**src/rtl/instruction_fetch_if.sv**
```systemverilog
// Fetch-unit bundle: PC handshake, program-memory read port, decoder handshake
// and the flush/halt/error control lines.
interface instruction_fetch_if #(
  parameter int ADDR_WIDTH  = 8,
  parameter int INSTR_WIDTH = 16
);
  logic [ADDR_WIDTH-1:0]  pc_value;
  logic                   pc_enOut;
  logic                   pc_inc;
  logic [ADDR_WIDTH-1:0]  mem_addr;
  logic                   mem_rd_en;
  logic [INSTR_WIDTH-1:0] mem_data;
  logic                   mem_data_valid;
  logic [INSTR_WIDTH-1:0] ir_out;
  logic                   ir_valid;
  logic                   ir_ready;
  logic                   flush;
  logic                   halt;
  logic                   fetch_error;

  modport master (
    input  pc_value, mem_data, mem_data_valid, ir_ready, flush, halt,
    output pc_enOut, pc_inc, mem_addr, mem_rd_en, ir_out, ir_valid, fetch_error
  );

  modport slave (
    output pc_value, mem_data, mem_data_valid, ir_ready, flush, halt,
    input  pc_enOut, pc_inc, mem_addr, mem_rd_en, ir_out, ir_valid, fetch_error
  );
endinterface

```
**src/rtl/instruction_fetch.sv**
```systemverilog
// Single-outstanding instruction fetch: samples the PC, strobes program memory,
// latches the returned word and hands it to the decoder with valid/ready.
module instruction_fetch #(
  parameter int ADDR_WIDTH  = 8,
  parameter int INSTR_WIDTH = 16,
  parameter int TIMEOUT     = 16
) (
  input  logic                clk,
  input  logic                rst,
  instruction_fetch_if.master bus
);

  localparam logic [2:0] S_IDLE  = 3'd0;
  localparam logic [2:0] S_REQ   = 3'd1;
  localparam logic [2:0] S_WAIT  = 3'd2;
  localparam logic [2:0] S_HOLD  = 3'd3;
  localparam logic [2:0] S_DRAIN = 3'd4;
  localparam logic [2:0] S_ERROR = 3'd5;

  localparam int            TW         = $clog2(TIMEOUT);
  localparam logic [TW-1:0] TIMER_LAST = TW'(TIMEOUT - 1);

  logic [2:0]             state_q, state_d;
  logic [ADDR_WIDTH-1:0]  addr_q,  addr_d;
  logic [INSTR_WIDTH-1:0] ir_q,    ir_d;
  logic [TW-1:0]          timer_q, timer_d;
  logic                   rd_q,    rd_d;
  logic                   inc_q,   inc_d;
  logic                   timed_out;

  assign timed_out = (timer_q == TIMER_LAST);

  always_comb begin
    state_d = state_q;
    addr_d  = addr_q;
    ir_d    = ir_q;
    timer_d = timer_q;
    rd_d    = 1'b0;
    inc_d   = 1'b0;
    case (state_q)
      S_IDLE: begin
        if (!bus.halt && !bus.flush) state_d = S_REQ;
      end
      S_REQ: begin
        if (bus.flush) begin
          state_d = S_IDLE;
        end else begin
          addr_d  = bus.pc_value;
          rd_d    = 1'b1;
          timer_d = '0;
          state_d = S_WAIT;
        end
      end
      S_WAIT: begin
        if (bus.flush && bus.mem_data_valid) begin
          state_d = S_IDLE;
        end else if (bus.flush) begin
          state_d = S_DRAIN;
        end else if (bus.mem_data_valid) begin
          ir_d    = bus.mem_data;
          inc_d   = 1'b1;
          state_d = S_HOLD;
        end else if (timed_out) begin
          state_d = S_ERROR;
        end else begin
          timer_d = timer_q + 1'b1;
        end
      end
      S_HOLD: begin
        if (bus.flush) begin
          state_d = S_IDLE;
        end else if (bus.ir_ready) begin
          state_d = bus.halt ? S_IDLE : S_REQ;
        end
      end
      // The abandoned read still owes us a response; swallow it before refetching.
      S_DRAIN: begin
        if (bus.mem_data_valid) begin
          state_d = S_IDLE;
        end else if (timed_out) begin
          state_d = S_ERROR;
        end else begin
          timer_d = timer_q + 1'b1;
        end
      end
      S_ERROR: state_d = S_ERROR;
      default: state_d = S_IDLE;
    endcase
    // Error state presents nothing but the flag, so clear the datapath regs.
    if (state_d == S_ERROR) begin
      addr_d = '0;
      ir_d   = '0;
    end
  end

  always_ff @(posedge clk or posedge rst) begin
    if (rst) begin
      state_q <= S_IDLE;
      addr_q  <= '0;
      ir_q    <= '0;
      timer_q <= '0;
      rd_q    <= 1'b0;
      inc_q   <= 1'b0;
    end else begin
      state_q <= state_d;
      addr_q  <= addr_d;
      ir_q    <= ir_d;
      timer_q <= timer_d;
      rd_q    <= rd_d;
      inc_q   <= inc_d;
    end
  end

  // A jump in the same cycle must win over the increment.
  assign bus.pc_inc      = inc_q & ~bus.flush;
  assign bus.pc_enOut    = (state_q == S_REQ);
  assign bus.mem_addr    = addr_q;
  assign bus.mem_rd_en   = rd_q;
  assign bus.ir_out      = ir_q;
  assign bus.ir_valid    = (state_q == S_HOLD);
  assign bus.fetch_error = (state_q == S_ERROR);

endmodule

```
**src/flat_wrapper.sv**
```systemverilog
// flat-port wrapper written by rule: the top's interface ports become plain ports
module instruction_fetch_flat 
#(
  parameter int ADDR_WIDTH  = 8,
  parameter int INSTR_WIDTH = 16,
  parameter int TIMEOUT     = 16
)
  (clk, rst, bus_pc_value, bus_mem_data, bus_mem_data_valid, bus_ir_ready, bus_flush, bus_halt, bus_pc_enOut, bus_pc_inc, bus_mem_addr, bus_mem_rd_en, bus_ir_out, bus_ir_valid, bus_fetch_error);
  instruction_fetch_if #(.ADDR_WIDTH(ADDR_WIDTH), .INSTR_WIDTH(INSTR_WIDTH)) bus_i ();
  input  logic clk;
  input  logic rst;
  input wire logic [$bits(bus_i.pc_value)-1:0] bus_pc_value;
  input wire logic [$bits(bus_i.mem_data)-1:0] bus_mem_data;
  input wire logic [$bits(bus_i.mem_data_valid)-1:0] bus_mem_data_valid;
  input wire logic [$bits(bus_i.ir_ready)-1:0] bus_ir_ready;
  input wire logic [$bits(bus_i.flush)-1:0] bus_flush;
  input wire logic [$bits(bus_i.halt)-1:0] bus_halt;
  output wire logic [$bits(bus_i.pc_enOut)-1:0] bus_pc_enOut;
  output wire logic [$bits(bus_i.pc_inc)-1:0] bus_pc_inc;
  output wire logic [$bits(bus_i.mem_addr)-1:0] bus_mem_addr;
  output wire logic [$bits(bus_i.mem_rd_en)-1:0] bus_mem_rd_en;
  output wire logic [$bits(bus_i.ir_out)-1:0] bus_ir_out;
  output wire logic [$bits(bus_i.ir_valid)-1:0] bus_ir_valid;
  output wire logic [$bits(bus_i.fetch_error)-1:0] bus_fetch_error;
  assign bus_i.pc_value = bus_pc_value;
  assign bus_i.mem_data = bus_mem_data;
  assign bus_i.mem_data_valid = bus_mem_data_valid;
  assign bus_i.ir_ready = bus_ir_ready;
  assign bus_i.flush = bus_flush;
  assign bus_i.halt = bus_halt;
  assign bus_pc_enOut = bus_i.pc_enOut;
  assign bus_pc_inc = bus_i.pc_inc;
  assign bus_mem_addr = bus_i.mem_addr;
  assign bus_mem_rd_en = bus_i.mem_rd_en;
  assign bus_ir_out = bus_i.ir_out;
  assign bus_ir_valid = bus_i.ir_valid;
  assign bus_fetch_error = bus_i.fetch_error;
  instruction_fetch #(.ADDR_WIDTH(ADDR_WIDTH), .INSTR_WIDTH(INSTR_WIDTH), .TIMEOUT(TIMEOUT)) u_core (.clk(clk), .rst(rst), .bus(bus_i));
endmodule
```
**config.mk**
```make
export PLATFORM = sky130hd
export DESIGN_NAME = instruction_fetch_flat
export DESIGN_NICKNAME = d
export VERILOG_FILES = /design/src/rtl/instruction_fetch_if.sv /design/src/rtl/instruction_fetch.sv /design/src/flat_wrapper.sv
export SDC_FILE = /design/constraint.sdc
export NUM_CORES = 1
export LEC_CHECK = 0
export ABC_AREA = 0
export CAP_MARGIN = 25
export CORE_UTILIZATION = 42
export DETAILED_ROUTE_END_ITERATION = 8
export PLACE_DENSITY = 0.73
export SYNTH_ARGS = -nofsm -noshare
export SYNTH_HDL_FRONTEND = slang
export SYNTH_SLANG_ARGS = --single-unit
```
**constraint.sdc**
```tcl
create_clock -name clk -period 1.7 [get_ports clk]
set_input_delay 0.34 -clock clk [delete_from_list [all_inputs] [get_ports clk]]
set_output_delay 0.34 -clock clk [all_outputs]
set_load 0.03 [all_outputs]
```
== Word-level counts from Yosys, hierarchy flattened ==
Cells that the tools add are included.

* Add/subtract/negate cells: 1
* Equal/unequal tests: 12
* Mux-type cells: 31
* Bitwise operators: 2
* Reduce and logical (&&, ||, !) cells: 12

{| class="wikitable"
|+ Operators by type and width
! operator !! count
|-
| 16-bit 2-to-1 mux || 5
|-
| 3-bit 2-to-1 mux || 8
|-
| 8-bit 2-to-1 mux || 3
|-
| 4-bit 2-to-1 mux || 5
|-
| 3-bit case mux with 6 select lines || 1
|-
| 4-bit case mux with 3 select lines || 1
|-
| 3-bit == test (second input constant) || 3
|-
| 2-bit inequality test (second input constant) || 4
|-
| 4-bit AND reduction || 2
|-
| 1-bit 2-to-1 mux || 7
|-
| 3-bit by 2-bit == test with 1-bit output (second input constant) || 2
|-
| 2-bit nonzero test || 3
|-
| 4-bit by 1-bit adder with 4-bit output (second input constant) || 1
|-
| 4-bit == test (second input constant) || 1
|-
| 3-bit by 1-bit == test with 1-bit output (second input constant) || 1
|-
| 3-bit logical NOT || 1
|-
| 3-bit nonzero test || 1
|-
| 1-bit logical AND || 2
|-
| 1-bit logical NOT || 2
|-
| 2-bit 2-to-1 mux || 1
|-
| 2-bit by 1-bit inequality test with 1-bit output (second input constant) || 1
|-
| 2-bit AND reduction || 1
|-
| 1-bit bitwise AND || 1
|-
| 1-bit inverter || 1
|}

* Flip-flop bits (word level): 33
* Bits of input ports: 30
* Output and inout port bits: 29
* Word-level logic and storage cells: 64

== Longest topological paths before layout ==
Gate-level depths: netlist of run 1.

* Depth in word-level cells: 9
* Mapped depth: 7
* Depth with buffers taken out: 5

== Worst setup path after synthesis of run 1 ==
Ideal clock, no wire load.

* Path kind: register -> register
* Start point: register u_core.timer_q[0]
* End point: register u_core.ir_q[10] (netlist: u_core.bus.ir_out[10])
* Setup time: 0.096 ns
* Arrival: 1.552 ns
* Required time: 1.604 ns
* Slack: 0.052 ns
* Cell stages (with the launch flop): 8
* Buffers on the path: 2
* Period minus slack after synthesis: 1.648 ns
* Path through: dfrtp_1 -> ha_1 -> and3_1 -> o21ai_0 -> nand2b_1 -> buf_2 -> buf_2 -> a311oi_2

* Cells in the longest elaborated chain, start to end: 9
* Elaborated cells between the ends (all ways): 14
* Those cells by class: 4 x eq/ne; 7 x mux; 3 x reduce/logical

{| class="wikitable"
|+ RTL lines
! element !! RTL line !! RTL
|-
| start, declared || instruction_fetch.sv:26 || <nowiki>logic [TW-1:0] timer_q, timer_d;</nowiki>
|-
| start signal, assigned || instruction_fetch.sv:108 || <nowiki>timer_q <= timer_d;</nowiki>
|-
| 4-bit == test * || instruction_fetch.sv:31 || <nowiki>assign timed_out = (timer_q == TIMER_LAST);</nowiki>
|-
| 3-bit 2-to-1 mux * || instruction_fetch.sv:63, instruction_fetch.sv:80 ||
|-
| 3-bit 2-to-1 mux || instruction_fetch.sv:59 || <nowiki>end else if (bus.mem_data_valid) begin</nowiki>
|-
| 3-bit 2-to-1 mux || instruction_fetch.sv:57 || <nowiki>end else if (bus.flush) begin</nowiki>
|-
| 3-bit 2-to-1 mux || instruction_fetch.sv:55 || <nowiki>if (bus.flush && bus.mem_data_valid) begin</nowiki>
|-
| 3-bit case mux with 6 select lines * || instruction_fetch.sv:40 || <nowiki>case (state_q)</nowiki>
|-
| 3-bit == test * || instruction_fetch.sv:90 || <nowiki>if (state_d == S_ERROR) begin</nowiki>
|-
| 2-bit inequality test (no source line) (tied with other cells) || -- ||
|-
| 4-bit AND reduction (no source line) || -- ||
|-
| end signal, assigned || instruction_fetch.sv:107 || <nowiki>ir_q <= ir_d;</nowiki>
|-
| end, declared || instruction_fetch.sv:25 || <nowiki>logic [INSTR_WIDTH-1:0] ir_q, ir_d;</nowiki>
|}

Every way passes the cells marked *; elsewhere a longest branch is shown, timed or not.
A chain may end at the register's enable or synchronous reset.

== Worst setup path in the final report of run 1 ==
* Start point: register u_core.ir_q[11] (netlist: u_core.bus.ir_out[11])
* End point: output bus_ir_out[11]

{| class="wikitable"
|+ RTL lines
! element !! RTL line !! RTL
|-
| end, declared || flat_wrapper.sv:22 || <nowiki>output wire logic [$bits(bus_i.ir_out)-1:0] bus_ir_out;</nowiki>
|}

No word-level cell between the ends.

==> results of run 1 <==
## per-layer routing
metal / up-vias / share of wire, % / wire, microns
li1: 686 / - / -
met1: 775 / 42 / 2080
met2: 49 / 51 / 2530
met3: 11 / 4.3 / 211
met4: 0 / 2.1 / 105
met5: - / 0 / 0
## cells by family after synthesis
family / Yosys count / synth area share (%)
AO/OA/AOI/OAI: 37 / 23.8
multiplexers: 24 / 13.0
buffers and inverters: 19 / 6.31
AND/OR/NAND/NOR: 25 / 10.4
XOR/XNOR: 2 / 0.951
adder cells (fa/ha/maj): 1 / 0.679
flip-flops: 33 / 44.8
## layout make-up
cell class	instances	area (sq um)	area share, %
Sequential cell	33	828	29.7
Inverter	4	15.0	0.539
Tap cell	50	62.6	2.24
Clock buffer	7	86.3	3.10
Multi-Input combinational cell	90	966	34.6
Timing Repair Buffer	79	830	29.8
## registers in the layout, summed over array words and instances, names as in the netlist
| name | flops |
|---|---|
| u_core.timer_q | 4 |
| u_core.inc_q | 1 |
| u_core.state_q | 3 |
| u_core.bus.ir_out | 16 |
| u_core.bus.mem_addr | 8 |
| u_core.bus.mem_rd_en | 1 |
## through the flow
stage	setup WS (ps)	utilization, %
detailed placement	-319	61.5
global placement	-210	61.5
global route	-49.4	67.7
finish	29.4	67.7
floorplan	52.0	-
CTS	8.25	64.4
## what timing repair did
action,in CTS,in global routing
pin swaps,0,4
buffers inserted,0,3
resized for setup,8,14
gates cloned,0,3
endpoints found under the setup margin,10,33
## layout by cell type (no fill, tap or decap), types with 2 or more instances in the layout
cell type        count
mux2i_1             24
clkbuf_16            2
clkdlybuf4s50_1     49
dlymetal6s2s_1       4
nor3b_1              2
nand2_1              2
a311oi_1             2
buf_4               17
nor2_1               3
o211ai_1             2
dfrtp_2              2
nand2b_4             2
nand3b_1             2
inv_1                3
dfrtp_1             31
buf_6                2
a311oi_2            23
a21oi_1              2
buf_12               4
xor2_1               2
clkbuf_8             6
o21ai_0              2
and3_1               2
## power groups by stage
stage | Clock, uW | Combinational (uW) | Sequential [uW]
after floorplan | 0 | 929 | 1800
after global placement | 0 | 2250 | 1310
after detailed placement | 0 | 2300 | 1310
after CTS | 605 | 2330 | 1310
after global routing | 654 | 2640 | 1340
final | 597 | 2490 | 1310
## cell usage after synthesis, drive strengths merged, types with 2 or more instances
library cell / instances
a21oi: 3
a311oi: 25
and3: 2
buf: 13
clkbuf: 2
dfrtp: 33
inv: 4
mux2i: 24
nand2: 3
nand2b: 3
nand3b: 2
nor2: 3
nor3: 3
nor3b: 2
o211ai: 2
o21ai: 4
xor2: 2
## worst min path at each step
stage / startpoint / endpoint / slack [ps] / cells past startpoint
finish: rst / u_core.bus.ir_out[12]$_DFFE_PP0P_ / 460 / 3
global route: rst / u_core.state_q[0]$_DFF_PP0_ / 510 / 3
CTS: rst / u_core.timer_q[1]$_DFFE_PP0P_ / 470 / 3
detailed placement: u_core.timer_q[0]$_DFFE_PP0P_ / u_core.timer_q[0]$_DFFE_PP0P_ / 530 / 1
global placement: u_core.timer_q[0]$_DFFE_PP0P_ / u_core.timer_q[0]$_DFFE_PP0P_ / 500 / 1
floorplan: bus_flush / u_core.state_q[1]$_DFF_PP0_ / 410 / 1
==> impl_results.md, run 1 <==
- Sum of negative setup slack: 0 ps
- Worst relative slew slack: just over 70%
- Gate power share: 56.7%
- Max stage delay on crit path: 690 ps
- Initial Utilization: between 40% and 50%
- # placed instances: 250
- Die height: 68.2 microns
- Worst-path maximum fanout: 2
- Largest net degree at the start of global routing: 34
- Total GRT Usage: 20.8%
- Critical path capture point type: output port
- Max-cap violations: 0
- Crit path kind: flop to output port
- Worst path slowest cell: clkdlybuf4s50_1
- Final estimated routing congestion in global placement: ~0.73
- Post-layout min period: 1670 ps
- CP endpoint: bus_ir_out[11]
- Asr flop ratio synth: 100%
- Clk slew on worst S/H paths: approximately 60 ps
- Final Power: between 4000 and 5000 uW
- Total CTS buffers: 5
- Worst R2R Setup Slack: about 30 ps
- H-tree depth: 2
- Sequential cell area fraction in the yosys report: 44.8%
- Clock root buffer: clkbuf_8
- Crit path depth: 1
- YS warnings: 0
- Synth-to-layout area growth: 51.3%
- Max Fclk: between 0.5 and 0.6 GHz
- Ratio of cells with drive above 1 in the final layout: 32.9%
- Synth Cell Area: 0.00184 sq mm
- Hpwl dp: 3000 microns
- VDD IR max: 1.15 mV
- Worst endpoint required time: 1360 ps
- Buf+Inv Stages, Crit Path: 1
- Net Sw Frac: between 40% and 50%
- Leak Pwr: ~0.0013 uW
- GRT overflow: 0
- Clock network power share: a little over an eighth
- Dominant cells by area after synthesis: dfrtp_1, a311oi_2, mux2i_1
- Die width: ~68 microns
- Arr. time, crit path: around 1300 ps
- Critical-path cell list: clkdlybuf4s50_1
- Initial antenna violation count: 0
- # hold bufs at CTS: 0
- Vias per cell: approximately 5.8
- Pins Over Slew Limit: 0
- Nets: about 240
- Post-Synthesis Cells: about 140
- Port bufs: 58
- Clock Skew: between 3 and 4 ps
- ANT nets after route: 0
- Clk_lat worst skew: approximately 280 ps
- Worst setup startpoint: u_core.bus.ir_out[11]$_DFFE_PP0P_
- Detailed Route WL: a little under 5000 microns
- Pwr Density: 1580 mW/mm^2
- Mean routed wirelength per cell: about 19 microns
- Number of setup violations in the final report: 0
- Measured slew at the worst slew-check pin: 432 ps
- Synth Area per Inst: about 13 sq um
- Post-route DRC: 0
- Worst Hold Class: input port to asynchronous set/reset pin
- Core Box Area: about 0.0041 sq mm
- Internal: between 2000 and 3000 uW
- # rows: 23
- Area share of the largest cell type after synthesis: approximately 45%
- Vias: ~1500
- Fillers: 286
- Post-route cell area: around 0.0028 sq mm
- Critical R2R Launch: u_core.state_q[2]$_DFF_PP0_
- Num ports: between 50 and 60
- Initial DRC count: 138
- DIE AREA: between 0.004 and 0.005 sq mm
- #FFs+latches synth: 33
- Fin crit share: 98.3%
- Synth Flop Type: dfrtp_1
- Met1 usage: between 20 and 30%
- Ant diodes: 0
- CTS tree: yes
- First-pass GRT wire length: 6980 microns
- Worst reg-to-reg path cell count: 6
- Met2 usage: a little under a third
- Final hold slack: 455 ps
- Fin. Hold Viols: 0
- Vias in the first global route: roughly 1400
- Post-synth top area cell: dfrtp_1
- Syn Nets: between 150 and 200
- Startpoint types: flop
- 1st-pass router iterations: 4
- GR met3 Demand/Resource: 4.67%
- Placed cell areas: about 0.0025 sq mm
- Netlist cell types: 36
- Worst flop-to-flop path endpoint: u_core.bus.ir_out[4]$_DFFE_PP0P_
- Status: complete, no violations
- Net Switching: around 1800 uW
- Post-synth EDFFs: 0
- Clock Sinks: 33
- Delay-heaviest family, CP: buffers and inverters
- Clock Path Buffers: 2
- GRT Max-Usage Layer: met2
- Non-filler instance count after layout: between 200 and 300
- Sequential group share of total power: about 30%
Power figures use the tool's default switching activity.
==> run 2, diff against run 1 <==
--- a/config.mk
+++ b/config.mk
@@ -6,10 +6,12 @@
 export NUM_CORES = 1
 export LEC_CHECK = 0
 export ABC_AREA = 0
+export ABC_CLOCK_PERIOD_IN_PS = 1700
 export CAP_MARGIN = 25
 export CORE_UTILIZATION = 42
 export DETAILED_ROUTE_END_ITERATION = 8
 export PLACE_DENSITY = 0.73
+export SLEW_MARGIN = 40
 export SYNTH_ARGS = -nofsm -noshare
 export SYNTH_HDL_FRONTEND = slang
 export SYNTH_SLANG_ARGS = --single-unit
==> results of run 2 <==
No change in the layout: final DEF, timing and power equal those of run 1.
